File: config.mk
export PLATFORM = sky130hd
export DESIGN_NAME = booth_datapath
export DESIGN_NICKNAME = d
export VERILOG_FILES = /design/src/rtl/booth_datapath.sv
export SDC_FILE = /design/constraint.sdc
export NUM_CORES = 1
export LEC_CHECK = 0
export CORE_MARGIN = 10
export CORE_UTILIZATION = 45
export DETAILED_ROUTE_END_ITERATION = 10
export DONT_BUFFER_PORTS = 1
export SETUP_SLACK_MARGIN = 0.4
export SYNTH_ARGS = -nofsm -noshare
export SYNTH_HDL_FRONTEND = slang
export SYNTH_SLANG_ARGS = --single-unit
File: constraint.sdc
create_clock -name clk -period 5.4 [get_ports clk]
set_clock_uncertainty 0.15 [all_clocks]
set_input_delay 1.35 -clock clk [delete_from_list [all_inputs] [get_ports clk]]
set_output_delay 1.35 -clock clk [all_outputs]
set_load 0.02 [all_outputs]
File: src/rtl/booth_datapath.sv
// rtl/booth_datapath.sv - Booth radix-2 signed multiplier datapath
//
// Holds M (multiplicand), HQ (WIDTH+1-bit accumulator), LQ (multiplier), Q_1 and the
// step counter. The external Booth control FSM drives it through load_A, load_B,
// load_add, add_sub and shift_HQ_LQ_Q_1. {Q_LSQ_0, Q_LSQ_1} is returned to the FSM
// as the recode pair.
//
// Ports:
//   clk, rst                  clock (rising edge), asynchronous active-high reset
//   load_A / multiplicand     capture M
//   load_B / multiplier       capture LQ, clear HQ/Q_1/done, cnt <= WIDTH
//   load_add, add_sub         HQ <= HQ + M (add_sub=0) or HQ - M (add_sub=1)
//   shift_HQ_LQ_Q_1           arithmetic shift right of {HQ,LQ,Q_1}, cnt decrements
//   Q_LSQ_0, Q_LSQ_1          LQ[0] and Q_1
//   product, done             {HQ[WIDTH-1:0], LQ}, valid while done=1
//   err                       sticky protocol error
//
// Build option: BOOTH_SHIFT_GUARD_EN - when defined, load_add/shift at cnt==0 are
// ignored and raise err; when undefined they execute and err is tied low.

module booth_datapath #(
    parameter int WIDTH = 8
) (
    input  logic               clk,
    input  logic               rst,
    input  logic               load_A,
    input  logic               load_B,
    input  logic               load_add,
    input  logic               add_sub,
    input  logic               shift_HQ_LQ_Q_1,
    input  logic [WIDTH-1:0]   multiplicand,
    input  logic [WIDTH-1:0]   multiplier,
    output logic               Q_LSQ_0,
    output logic               Q_LSQ_1,
    output logic [2*WIDTH-1:0] product,
    output logic               done,
    output logic               err
);

    localparam int CNT_W = $clog2(WIDTH + 1);

    logic [WIDTH-1:0] m_q,    m_d;
    logic [WIDTH:0]   hq_q,   hq_d;
    logic [WIDTH-1:0] lq_q,   lq_d;
    logic             q1_q,   q1_d;
    logic [CNT_W-1:0] cnt_q,  cnt_d;
    logic             done_q, done_d;
    logic             err_q,  err_d;

    logic [WIDTH:0]   m_ext;
    logic [WIDTH:0]   sum;
    logic [WIDTH:0]   hq_pre;
    logic             idle;
    logic             cmd_en;

    always_comb begin
        m_d    = load_A ? multiplicand : m_q;
        // Sign extension into the extra HQ bit keeps M = -2^(WIDTH-1) exact.
        m_ext  = {m_q[WIDTH-1], m_q};
        sum    = add_sub ? (hq_q - m_ext) : (hq_q + m_ext);
        idle   = (cnt_q == '0);

`ifdef BOOTH_SHIFT_GUARD_EN
        cmd_en = !idle;
        // load_B wins over load_add/shift, so those are not errors when it is present.
        err_d  = err_q | (!load_B && (load_add || shift_HQ_LQ_Q_1) && idle);
`else
        cmd_en = 1'b1;
        err_d  = 1'b0;
`endif

        hq_d   = hq_q;
        lq_d   = lq_q;
        q1_d   = q1_q;
        cnt_d  = cnt_q;
        done_d = done_q;
        hq_pre = hq_q;

        if (load_B) begin
            hq_d   = '0;
            lq_d   = multiplier;
            q1_d   = 1'b0;
            cnt_d  = CNT_W'(WIDTH);
            done_d = 1'b0;
        end else begin
            // Add result feeds the shifter directly, fusing add+shift into one edge.
            if (load_add && cmd_en) begin
                hq_pre = sum;
            end
            hq_d = hq_pre;
            if (shift_HQ_LQ_Q_1 && cmd_en) begin
                hq_d = {hq_pre[WIDTH], hq_pre[WIDTH:1]};
                lq_d = {hq_pre[0], lq_q[WIDTH-1:1]};
                q1_d = lq_q[0];
                if (!idle) begin
                    cnt_d = cnt_q - CNT_W'(1);
                end
                if (cnt_q == CNT_W'(1)) begin
                    done_d = 1'b1;
                end
            end
        end
    end

    always_ff @(posedge clk or posedge rst) begin
        if (rst) begin
            m_q    <= '0;
            hq_q   <= '0;
            lq_q   <= '0;
            q1_q   <= 1'b0;
            cnt_q  <= '0;
            done_q <= 1'b0;
            err_q  <= 1'b0;
        end else begin
            m_q    <= m_d;
            hq_q   <= hq_d;
            lq_q   <= lq_d;
            q1_q   <= q1_d;
            cnt_q  <= cnt_d;
            done_q <= done_d;
            err_q  <= err_d;
        end
    end

    assign Q_LSQ_0 = lq_q[0];
    assign Q_LSQ_1 = q1_q;
    assign product = {hq_q[WIDTH-1:0], lq_q};
    assign done    = done_q;
    assign err     = err_q;

endmodule

==> qor.csv <==
metric,value,unit
p_leak,0.944,nW
grt_overflow,0,
path_cells,or3_2 > nor3_1 > nor2_1 > xnor2_1 > ha_1 > nor4_1 > o21ai_0 > a211o_1 > a21o_1 > a311oi_2,
whs_path_depth,2,
antenna_left,0,
finalPower,0.000817,W
async_reset_ff_frac,1.00,
grt_pass1_wl,7420,µm
layout.nets,238,
critPathLaunchType,flop,
drtPass1Iterations,4,
tns,0,ps
grt_setup_unrepaired,no,
synth_seq_cells,31,
cts_tree,done,
yosys.area_share.adder,0.0772,
clkSinkCount,31,
die_area,0.00764,mm²
endpoint_kind,flop,
path_buf_inv,0,
cts_hold_buf,0,
wirelength,4510,µm
synthFlopType,dfrtp_1,
cts_buffers,5,
reg2reg_setup_slack,2110,ps
status,"complete, no violations",
yosys_warnings,0,
min-delay-start,cnt_q[3],
dp.final_hpwl,3400,µm
synth-xor-area-share,0.0472,
fin_ws,2110,ps
htree_levels,2,
criticalPathCategory,reg2reg,
wire_per_inst,17.6,µm
max_stage_delay,530,ps
yosys.area_share.simple,0.137,
fp.dieW,87.4,µm
grt_pass1_vias,1521,
drive_above_1_share,0.0882,
cp.required,5440,ps
numPortBuffers,0,
grt_max_degree,32,
clockRootBuffer,clkbuf_8,
start_util,0.466,
synth.avg_cell_area,9.55,µm²
dp_slack,1870,ps
synth.distinct_cells,42,
hp-class,reg2reg,
finalCritPeriodShare,0.610,
antenna_found_initial,0,
finalCriticalPeriod,3290,ps
synthesis.nets,249,
hold-path-endpoint,cnt_q[3],
reg2reg_from,m_q[3],
netlist_top_cells_area,"dfrtp_1, ha_1, mux2i_1",
io_pins,43,
synthesis.instances,214,
synth_edf_count,0,
seq_area_frac_synth,0.380,
syn_to_final_growth,3.49,%
vdd_drop_max,0.000192,V
clkLatencyLatePin,280,ps
gp_congestion,0.801,
track_usage,0.121,
drc,0,
power.density,386,mW/mm²
viasPerCell,5.92,
crit_fanout,6,
cp_top_family,simple AND/OR/NAND/NOR gates,
synth_top_area_frac,0.380,
worstRegToRegCells,10,
cts_setup_buffers,0,
r2r_end,hq_q[7],
synth_top_family_by_area,compound AO/OA/AOI/OAI gates,
cap_violations,0,
die_height,87.4,µm
num_vias,1515,
setup_viol,0,
syn_area,0.00204,mm²
drv_slew,0,
yosysTopAreaCell,dfrtp_1,
cp.arrival,3330,ps
critPathSlowestCell,or3_2,
drtIter0Drc,61,
final_hold_viol_count,0,
core_area,0.00438,mm²
num_rows,24,
path_clk_slew,70,ps
antenna_cells,0,
fmax,0.304,GHz
muxShareOfSynthArea,0.103,
synth_compound_area_frac,0.173,
cts_resized,0,
clk_path_buf_depth,2,
[power by group]
part           switching, W  internal [W]
logic              0.000138      0.000119
clock network     0.0000836      0.000149
registers         0.0000619      0.000265
[layer usage]
metal	vias to the layer above	GRT usage	share of wire
met2	39	0.180	0.46
met3	6	0.0524	0.072
li1	739	-	-
met1	731	0.149	0.45
met5	-	0	0
met4	0	0.0507	0.015
[layout make-up]
type                       count  area, µm²
clock buffer                   6       82.6
timing repair buffer           1       7.51
clock inverter                 2       35.0
tap                           52       65.1
multi-input combinational    151       1100
sequential                    31        776
fill                         436       2270
inverter                      13       48.8
[logic make-up after synthesis]
kind of cell    Yosys count
flops                    31
fa+ha+maj                12
simple gates             55
mux                      19
buf+inv                  32
compound gates           53
xor+xnor                 11
other cells               1
[worst max-delay path by stage]
stage	startpoint	endpoint	depth (start not counted)
finish	m_q[3]	hq_q[7]	10
floorplan	add_sub	hq_q[7]	8
global placement	add_sub	hq_q[7]	7
global route	m_q[3]	hq_q[7]	10
CTS	m_q[3]	hq_q[7]	10
detailed placement	add_sub	hq_q[7]	7
[worst min-delay path, cell delays in order, from the launching register on]
cell and delay (ps):
dfrtp_1 370, xnor2_1 80, nand2b_1 60
[cells in the mapped netlist (8+ instances only)]
cell,instances
nand2_1,13
buf_4,10
a21oi_1,8
ha_1,11
nor4_1,8
a211oi_1,10
mux2i_1,12
dfrtp_1,31
o21ai_0,17
xnor2_1,10
nor2_1,17
inv_1,13
clkbuf_1,8
[cells in the final DEF, fill, tap and decap left out, drive strengths merged, types with 4 or more instances in the layout]
cell type,Yosys,layout
a211oi,10,10
dfrtp,31,31
xnor2,10,10
nor2b,4,4
nand2,13,13
mux2i,12,12
o21ai,17,17
mux2,6,6
clkbuf,9,6
nor2,17,17
ha,11,11
inv,13,13
a21oi,8,8
nor4,8,8
[metrics by stage]
stage,hold WS [ps],std cells,util,cell area (µm²)
2_1_floorplan,343,214,-,2040
3_3_place_gp,358,248,0.455,2000
3_5_place_dp,371,248,0.455,2000
4_1_cts,390,256,0.482,2110
5_1_grt,418,256,0.482,2110
6_report,386,256,0.482,2110
[sequential cells by signal, indices dropped and copies added, names as in the netlist]
register and flops:
Q_LSQ_1 1, cnt_q 4, done 1, hq_q 9, lq_q 8, m_q 8
Power figures use the tool's default switching activity.
